==> config.mk <==
export PLATFORM = sky130hd
export DESIGN_NAME = rp_8bit_io_tmr
export DESIGN_NICKNAME = d
export VERILOG_FILES = /design/src/rtl/rp_8bit_io_pkg.sv /design/src/rtl/rp_8bit_io_tmr_ch.sv /design/src/rtl/rp_8bit_io_tmr.sv
export SDC_FILE = /design/constraint.sdc
export NUM_CORES = 1
export LEC_CHECK = 0
export BUFFER_PORTS_ARGS = -buffer_cell sky130_fd_sc_hd__buf_2
export CORE_MARGIN = 1
export CORE_UTILIZATION = 40
export CTS_BUF_LIST = sky130_fd_sc_hd__clkbuf_4
export CTS_CLUSTER_DIAMETER = 40
export DETAILED_ROUTE_END_ITERATION = 10
export GPL_TIMING_DRIVEN = 0
export RECOVER_POWER = 100
export SLEW_MARGIN = 10
export SYNTH_ARGS = -nofsm -noshare
export SYNTH_HDL_FRONTEND = slang
export SYNTH_HIERARCHICAL = 1
export SYNTH_SLANG_ARGS = --single-unit
==> constraint.sdc <==
create_clock -name clk -period 6.44 [get_ports clk]
set_input_delay 0.322 -clock clk [delete_from_list [all_inputs] [get_ports clk]]
set_output_delay 0.322 -clock clk [all_outputs]
set_load 0.02 [all_outputs]
==> src/rtl/rp_8bit_io_pkg.sv <==
// rp_8bit_io_pkg: shared offsets, control layout and helpers for the I/O timer block
package rp_8bit_io_pkg;
  localparam logic [1:0] OFF_CTL = 2'd0;
  localparam logic [1:0] OFF_CNT = 2'd1;
  localparam logic [1:0] OFF_CMP = 2'd2;
  localparam logic [1:0] OFF_FLG = 2'd3;
  localparam int MAT = 0;
  localparam int OVF = 1;
  typedef struct packed {
    logic [2:0] pre;
    logic       osh;
    logic       ie;
    logic       en;
  } ctl_t;
  function automatic logic [7:0] mw(input logic [7:0] r, input logic [7:0] w, input logic [7:0] m);
    return (r & ~m) | (w & m);
  endfunction
  function automatic logic [7:0] ctl2byte(input ctl_t c);
    return {1'b0, c.pre, 1'b0, c.osh, c.ie, c.en};
  endfunction
endpackage

==> src/rtl/rp_8bit_io_tmr_ch.sv <==
// rp_8bit_io_tmr_ch: one compare-match timer channel with prescaler, flags and irq
module rp_8bit_io_tmr_ch
  import rp_8bit_io_pkg::*;
(
  input  logic       clk,
  input  logic       rst,
  input  logic       we_ctl,
  input  logic       we_cnt,
  input  logic       we_cmp,
  input  logic       we_flg,
  input  logic [7:0] wdt,
  input  logic [7:0] msk,
  input  logic       ack,
  output logic [7:0] ctl,
  output logic [7:0] cnt,
  output logic [7:0] cmp,
  output logic [7:0] flg,
  output logic       irq
);
  ctl_t       ctl_q, ctl_d;
  logic [7:0] cnt_q, cnt_d, cmp_q, cmp_d;
  logic [1:0] flg_q, flg_d;
  logic [6:0] psc_q, psc_d, pmk;
  logic [5:0] wf, mf;
  logic       clr_en, tick, match, wrap;
  assign wf = {wdt[6:4], wdt[2:0]};
  assign mf = {msk[6:4], msk[2:0]};
  // tick generation, match/overflow, CPU writes and flag set-beats-clear
  always_comb begin
    pmk = 7'((8'd1 << ctl_q.pre) - 8'd1);
    clr_en = we_ctl & msk[0] & ~wdt[0];
    tick = ctl_q.en & ((psc_q & pmk) == pmk) & ~clr_en;
    match = tick & (cnt_q == cmp_q);
    wrap = tick & ~match & (cnt_q == 8'hFF);
    ctl_d = we_ctl ? ctl_t'((6'(ctl_q) & ~mf) | (wf & mf)) : ctl_q;
    if (match & ctl_q.osh & ~(we_ctl & msk[0])) ctl_d.en = 1'b0;
    cnt_d = we_cnt ? mw(cnt_q, wdt, msk) : (match | wrap) ? 8'h00 : tick ? cnt_q + 8'd1 : cnt_q;
    cmp_d = we_cmp ? mw(cmp_q, wdt, msk) : cmp_q;
    flg_d[MAT] = match | (flg_q[MAT] & ~ack & ~(we_flg & wdt[MAT] & msk[MAT]));
    flg_d[OVF] = wrap | (flg_q[OVF] & ~(we_flg & wdt[OVF] & msk[OVF]));
    psc_d = (ctl_q.en & ctl_d.en & ~tick) ? psc_q + 7'd1 : 7'd0;
  end
  // channel state registers
  always_ff @(posedge clk or posedge rst) begin
    if (rst) begin
      ctl_q <= '0;
      cnt_q <= '0;
      cmp_q <= '0;
      flg_q <= '0;
      psc_q <= '0;
    end else begin
      ctl_q <= ctl_d;
      cnt_q <= cnt_d;
      cmp_q <= cmp_d;
      flg_q <= flg_d;
      psc_q <= psc_d;
    end
  end
  assign ctl = ctl2byte(ctl_q);
  assign cnt = cnt_q;
  assign cmp = cmp_q;
  assign flg = {6'b0, flg_q};
  assign irq = ctl_q.ie & flg_q[MAT];
endmodule

==> src/rtl/rp_8bit_io_tmr.sv <==
// rp_8bit_io_tmr: CHN compare-match timer channels on the rp_8bit I/O bus
module rp_8bit_io_tmr
  import rp_8bit_io_pkg::*;
#(
  parameter int         CHN = 2,
  parameter logic [5:0] BAS = 6'h20
) (
  input  logic           clk,
  input  logic           rst,
  input  logic           io_wen,
  input  logic           io_ren,
  input  logic [5:0]     io_adr,
  input  logic [7:0]     io_wdt,
  input  logic [7:0]     io_msk,
  output logic [7:0]     io_rdt,
  output logic [CHN-1:0] irq_req,
  input  logic [CHN-1:0] irq_ack
);
  localparam int LIM = int'(BAS) + 4 * CHN;
  logic       hit;
  logic [5:0] rel;
  logic [7:0] ctl_v [CHN];
  logic [7:0] cnt_v [CHN];
  logic [7:0] cmp_v [CHN];
  logic [7:0] flg_v [CHN];
  logic [7:0] rdt_q, rdt_d;
  assign hit = (int'(io_adr) >= int'(BAS)) && (int'(io_adr) < LIM);
  assign rel = io_adr - BAS;
  genvar i;
  generate
    for (i = 0; i < CHN; i++) begin : g_ch
      logic sel;
      assign sel = io_wen & hit & (rel[5:2] == 4'(i));
      rp_8bit_io_tmr_ch u_ch (
        .clk    (clk),
        .rst    (rst),
        .we_ctl (sel & (rel[1:0] == OFF_CTL)),
        .we_cnt (sel & (rel[1:0] == OFF_CNT)),
        .we_cmp (sel & (rel[1:0] == OFF_CMP)),
        .we_flg (sel & (rel[1:0] == OFF_FLG)),
        .wdt    (io_wdt),
        .msk    (io_msk),
        .ack    (irq_ack[i]),
        .ctl    (ctl_v[i]),
        .cnt    (cnt_v[i]),
        .cmp    (cmp_v[i]),
        .flg    (flg_v[i]),
        .irq    (irq_req[i])
      );
    end
  endgenerate
  // read mux; unmapped addresses return zero, io_rdt holds between reads
  always_comb begin
    rdt_d = rdt_q;
    if (io_ren) begin
      rdt_d = 8'h00;
      for (int j = 0; j < CHN; j++)
        if (hit && rel[5:2] == 4'(j))
          rdt_d = (rel[1:0] == OFF_CTL) ? ctl_v[j] : (rel[1:0] == OFF_CNT) ? cnt_v[j] :
                  (rel[1:0] == OFF_CMP) ? cmp_v[j] : flg_v[j];
    end
  end
  // registered read data
  always_ff @(posedge clk or posedge rst) begin
    if (rst) rdt_q <= 8'h00;
    else rdt_q <= rdt_d;
  end
  assign io_rdt = rdt_q;
endmodule

==> results.toml, run 1 <==
[final_layout]
antennaDiodeCount = 0
area.growth.synth_to_final_pct = 9.697
final_layout_size_suffix_gt1_share_pct = 19.06
seq_area_sq_um = 1752
fill_cells = 1169
layout_commonest_cell = "dfrtp_1"
final_cell_mix = "dfrtp_1 (70), nand2_1 (63), nand3_1 (52)"
layout.nets = 601
multi_input_area_sq_um = 2789

[global_routing]
grt_max_degree = 32
grt_antenna_before_repair = 0
grt_pass1_wl_microns = 21490
grt_pass1_vias = 4003
grt_overflow = 0
track_usage_pct = 22.20

[setup_path]
critPathTopFamily = "buffers and inverters"
slowest_stage = "clkbuf_1"
cpMostUsedCell = "clkbuf_1"
cp_num_buf_inv = 3
worstPathArrival_ps = 4090
end_kind = "flip-flop"
worstPathMaxFanout = 10
critPathRequiredTime_ps = 6770
cpPeakStageDelay_ps = 590
crit_type = "in -> reg"
startpoint_type = "input pin"
crit_path_cell_trace = "clkbuf_1, clkbuf_1, clkbuf_1, nor3_1, nand2_1, o21a_1, o2111a_1, nand4b_1, or2_0, o311ai_0"

[routing]
drcViolationCount = 1
drt_iter0_markers = 180
via_per_inst = 5.603
drt-total-wl_microns = 13460
firstDrtPassIters = 8
antenna_left = 0
routedWlPerCell_microns = 18.83
vias = 4006

[timing]
finalCritPeriodShare_pct = 58.44
rsz0062_at_grt = "false"
slew-limit-headroom_pct = 12.23
fmax_mhz = 265.7
skew_ps = 19.21
worstMarginPinSlew_ps = 1315
setup_viol = 0
whs_ps = 175.5
final_hold_viol_count = 0
slew_violations = 0
fin_crit_ps = 3763
setup_tns_ps = 0

[logic_synthesis]
avgSynthCellArea_sq_um = 9.595
yosysSeqAreaShare_pct = 36.01
synth_fa_ha_area_share_pct = 1.543
synth_top_family_by_area = "simple AND/OR/NAND/NOR gates"
syn_area_sq_um = 4865
synth_seq_cells = 70
netlist_instances = 507
synth-edff-count = 0
synth_compound_area_share_pct = 12.68
synth.distinct_cells = 59
ys_warn_count = 6
synth_ff_type = "dfrtp_1"
synth_xor_area_share_pct = 4.681
synth-simple-area-share_pct = 25.05
synthMuxAreaShare_pct = 13.37
synth-async-reset-ratio_pct = 100.0

[die]
die_x_microns = 112.3
fp-row-count = 39
io_pins = 38
core_sq_um = 11610
dieArea_sq_um = 12610
start_util_pct = 41.89
die_y_microns = 112.3

[worst_hold_path]
hp-class = "in -> reg"

[job]
max_cap_viol_count = 0

[clock_network]
cts_tree = "built"
cts_buffers = 9
cts_setup_buffers = 0
htreeDepth = 3
clock_sinks = 70
clockBufferDepth = 2
ctsResizeCount = 0
root_buffer = "clkbuf_4"
clk_latency_ps = 440
clk_pin_slew_ps = 120
postCtsHoldBufs = 1

[place]
io_buffers = 34
dp_hpwl_microns = 9566
globalplace.congestion = 0.8465

[pwr]
p_clk_share_pct = 27.4
p_per_area_nw_per_um2 = 222.7
combPwrFrac_pct = 26.2
power_switching_mw = 0.4120
p_leak_nw = 2.319
p_seq_share_pct = 46.4
peakVddDrop_v = 0.0001227
p_int_mw = 0.7763
netSwitchingFraction_pct = 34.67

[outcome]
outcome = "finished, violations left"
violations = "design-rule violations"
==> Yosys cell counts (all sizes together) (9+ instances only) <==
library cell / count / area [sq um]
nor2b: 14 / 87.58
xor2: 20 / 175.2
buf: 28 / 256.5
o31ai: 10 / 102.6
nand3: 52 / 270.3
nand2: 63 / 236.5
dfrtp: 70 / 1752
mux2: 34 / 382.9
nor2: 35 / 131.4
inv: 9 / 33.78
a21oi: 12 / 60.06
==> layer usage <==
metal | up-vias | wire length, microns | global-route usage [%] | share of wire (%)
met5 | - | 0 | 0 | 0
met2 | 88 | 6720 | 37.64 | 50
met1 | 1986 | 5974 | 28.98 | 44
li1 | 1921 | - | - | -
met4 | 0 | 161 | 6.667 | 1.2
met3 | 11 | 603 | 3.942 | 4.5
==> area by class of cell <==
type,instances,share of cell area (%)
inverter,10,0.7034
clock buffer,9,1.266
sequential,70,32.83
multi-input combinational,407,52.26
tap,143,3.353
clock inverter,7,1.665
buffer,34,4.807
timing repair buffer,35,3.118
==> worst register-to-register path: stages (launching register included) <==
cell and delay [ps]:
dfrtp_1 440, buf_12 150, or3_2 450, ha_1 280, nand3b_1 110, a31o_2 170
nand4b_1 410, or2_0 420, o311ai_0 330
==> power groups by stage <==
stage	clock [mW]	sequential [mW]	combinational, mW
2_1_floorplan	0	0.537	0.240
3_3_place_gp	0	0.556	0.309
3_5_place_dp	0	0.558	0.317
4_1_cts	0.336	0.550	0.320
5_1_grt	0.349	0.559	0.344
6_report	0.326	0.551	0.311
==> per-stage QoR <==
stage | cells | power, mW | worst slack, ps | utilization (%) | instance area, sq um
5_1_grt | 715 | 1.253 | 2410 | 45.95 | 5336
3_5_place_dp | 698 | 0.8745 | 3347 | 45.35 | 5266
6_report | 715 | 1.188 | 2677 | 45.95 | 5336
3_3_place_gp | 698 | 0.8654 | 3330 | 45.35 | 5266
2_1_floorplan | 521 | 0.7778 | 4178 | - | 4917
4_1_cts | 715 | 1.206 | 3814 | 46.78 | 5433
==> final timing paths <==
path | to | slack (ps) | depth (start not counted) | from
hold reg to reg | g_ch[1].u_ch/flg_q[1]$_DFF_PP0_ | 500 | 2 | g_ch[1].u_ch/flg_q[1]$_DFF_PP0_
setup / recovery | flip-flop | 2680 | 10 | io_adr[0]
max in group asynchronous | g_ch[0].u_ch/psc_q[3]$_DFF_PP0_ | 4790 | 3 | rst
setup reg to reg | flip-flop | 3570 | 8 | flip-flop
min in group asynchronous | io_rdt[6]$_DFFE_PP0P_ | 470 | 3 | rst
hold / removal | g_ch[0].u_ch/flg_q[0]$_DFF_PP0_ | 180 | 3 | irq_ack[0]
==> kinds of logic (layout without fill, tap and decap cells) <==
kind of cell    after synthesis  in the layout
compound gates               78             78
xor+xnor                     26             26
fa+ha+maj                     6              6
buf+inv                      44             95
flops                        70             70
mux                          50             50
other cells                   2             16
simple gates                231            231
Note: power is estimated with default switching activity, not from simulation.
==> inputs of run 2 (changes only) <==
--- a/config.mk
+++ b/config.mk
@@ -5,6 +5,7 @@
 export SDC_FILE = /design/constraint.sdc
 export NUM_CORES = 1
 export LEC_CHECK = 0
+export ABC_AREA = 1
 export BUFFER_PORTS_ARGS = -buffer_cell sky130_fd_sc_hd__buf_2
 export CORE_MARGIN = 1
 export CORE_UTILIZATION = 40
==> constraint.sdc (replaced) <==
create_clock -name clk -period 3.55 [get_ports clk]
set_input_delay 0.1775 -clock clk [delete_from_list [all_inputs] [get_ports clk]]
set_output_delay 0.1775 -clock clk [all_outputs]
set_load 0.02 [all_outputs]
==> results.toml, run 2 <==
[die]
die_x_microns = 115.6
die_y_microns = 115.6
fp-row-count = 41
io_pins = 38
start_util_pct = 40.89
core_sq_um = 12620
dieArea_sq_um = 13360

[logic_synthesis]
synth.distinct_cells = 27
synth_ff_type = "dfrtp_1"
synth.top_cells.by_area = "dfrtp_1 (34%), nand2_1 (16%), inv_1 (8.1%), nor2_1 (7.8%), nand3_1 (7.6%)"
ys_warn_count = 6
yosysSeqAreaShare_pct = 33.95
syn_area_sq_um = 5160
yosysMostFrequentCell = "nand2_1"
synth-async-reset-ratio_pct = 100.0
synth_top_area_share_pct = 33.95
synth-edff-count = 0
avgSynthCellArea_sq_um = 6.450
synth_seq_cells = 70
netlist_instances = 800
synth_common_cells = "nand2_1 (226), inv_1 (111), nor2_1 (107), nand3_1 (78), dfrtp_1 (70)"
yosys.area.top_type = "dfrtp_1"

[routing]
vias = 5045
drt-total-wl_microns = 14690
via_per_inst = 4.823
drcViolationCount = 0
antenna_left = 0
drt_iter0_markers = 426
firstDrtPassIters = 6
routedWlPerCell_microns = 14.04

[place]
io_buffers = 35
place_area_sq_um = 5603
dp_hpwl_microns = 10770
globalplace.congestion = 0.9256

[timing]
final_hold_viol_count = 0
worstMarginPinSlew_ps = 1302
skew_ps = 16.14
finalCritPeriodShare_pct = 77.07
setup_tns_ps = 0
setup_viol = 0
fin_crit_ps = 2736
slew-limit-headroom_pct = 13.10
fmax_mhz = 365.5
rsz0062_at_grt = "false"
slew_violations = 0

[setup_path]
worstPathArrival_ps = 3080
end_kind = "flip-flop"
crit_type = "reg -> reg"
worstPathMaxFanout = 8
critPathRequiredTime_ps = 3900
startpoint_type = "flip-flop"

[final_layout]
seq_area_sq_um = 1752
layout.nets = 903
area.growth.synth_to_final_pct = 11.52
final_cell_mix = "nand2_1 (226), inv_1 (111), nor2_1 (111)"
design_area_sq_um = 5754
layout_commonest_cell = "nand2_1"
fill_cells = 1415
multi_input_area_sq_um = 2733
final_layout_size_suffix_gt1_share_pct = 9.622

[global_routing]
track_usage_pct = 23.87
grt_max_degree = 32
grt_pass1_wl_microns = 23890
grt_overflow = 0
grt_antenna_before_repair = 1
grt_pass1_vias = 4578

[clock_network]
ctsResizeCount = 0
cts_setup_buffers = 0
cts_buffers = 9
cts_tree = "built"
root_buffer = "clkbuf_4"
clock_sinks = 70
clk_latency_ps = 460
clockBufferDepth = 2
htreeDepth = 3
postCtsHoldBufs = 9
clk_pin_slew_ps = 120

[pwr]
peakVddDrop_v = 0.0002478
p_per_area_nw_per_um2 = 414.7
p_leak_nw = 2.958

[job]
max_cap_viol_count = 0

[outcome]
outcome = "finished clean"

[worst_hold_path]
hold_path_startpoint = "io_wdt[5]"
hp-class = "in -> reg"
[run 2: changes by cell type after synthesis, moves of 24 or more]
cell     previous run  this run
mux2_2             28         0
nand2_1            63       226
nor2_1             35       107
a31oi_1             4        30
nand3_1            50        78
inv_1               9       111
o21ai_0             6        30
[run 2: cell type report]
type	instances	area share [%]
Antenna cell	1	0.04349
Buffer	37	4.501
Clock buffer	12	1.566
Clock inverter	3	0.2174
Inverter	117	7.632
Multi-Input combinational cell	590	47.49
Sequential cell	70	30.44
Tap cell	172	3.740
Timing Repair Buffer	44	4.371
[run 2: metal layers]
layer / GRT usage (%) / vias up / share of wire [%]
met4: 6.147 / 0 / 1.2
li1: - / 2652 / -
met5: 0 / - / 0
met3: 6.381 / 11 / 6.2
met1: 33.33 / 2255 / 50
met2: 36.45 / 127 / 43
[run 2: metrics by stage]
step           total power [mW]  hold WS (ps)  std cells  util [%]  worst slack (ps)
4_1_cts                   2.414         29.54       1045     45.93              1273
6_report                  2.386         65.16       1046     45.60             814.0
2_1_floorplan             1.691        -6.842        814         -              1617
3_3_place_gp              1.937         153.0       1021     44.40              1304
5_1_grt                   2.585         38.19       1046     45.60             552.5
3_5_place_dp              1.940         170.8       1021     44.40              1308
[run 2: power breakdown]
| part | internal [mW] | switching [mW] | leakage [nW] | total (mW) |
|---|---|---|---|---|
| Clock | 0.158 | 0.291 | 0.0623 | 0.449 |
| Sequential | 0.913 | 0.209 | 0.943 | 1.12 |
| Combinational | 0.317 | 0.498 | 1.95 | 0.815 |
[run 2: cell families (layout without fill, tap and decap cells)]
| kind of cell | count (synthesis) | after routing | share of synthesized area (%) |
|---|---|---|---|
| compound gates | 92 | 92 | 9.651 |
| xor+xnor | 20 | 20 | 3.395 |
| fa+ha+maj | 6 | 6 | 1.455 |
| buf+inv | 154 | 213 | 13.53 |
| flops | 70 | 70 | 33.95 |
| other cells | 2 | 17 | 0.1455 |
| simple gates | 456 | 456 | 37.88 |
[run 2: worst max-delay path: stages (launching register included)]
cell and delay, ps:
dfrtp_1 500, nor2_1 220, nand2_2 80, ha_1 280, nor2_1 40, nor2_1 70, o21ai_0 90, nor2_2 120
nand2_2 50, nor2_1 500, o21ai_0 410, nand4_1 190, nand2_1 90
[run 2: path summary, 6_finish.rpt]
| check | to | slack, ps | cells after the start |
|---|---|---|---|
| setup / recovery | flip-flop | 810 | 12 |
| hold / removal | flip-flop | 70 | 3 |
| setup reg to reg | flip-flop | 810 | 12 |
| hold reg to reg | io_rdt[5]$_DFFE_PP0P_ | 490 | 2 |
| max in group asynchronous | g_ch[1].u_ch/psc_q[4]$_DFF_PP0_ | 2140 | 3 |
| min in group asynchronous | io_rdt[2]$_DFFE_PP0P_ | 220 | 3 |
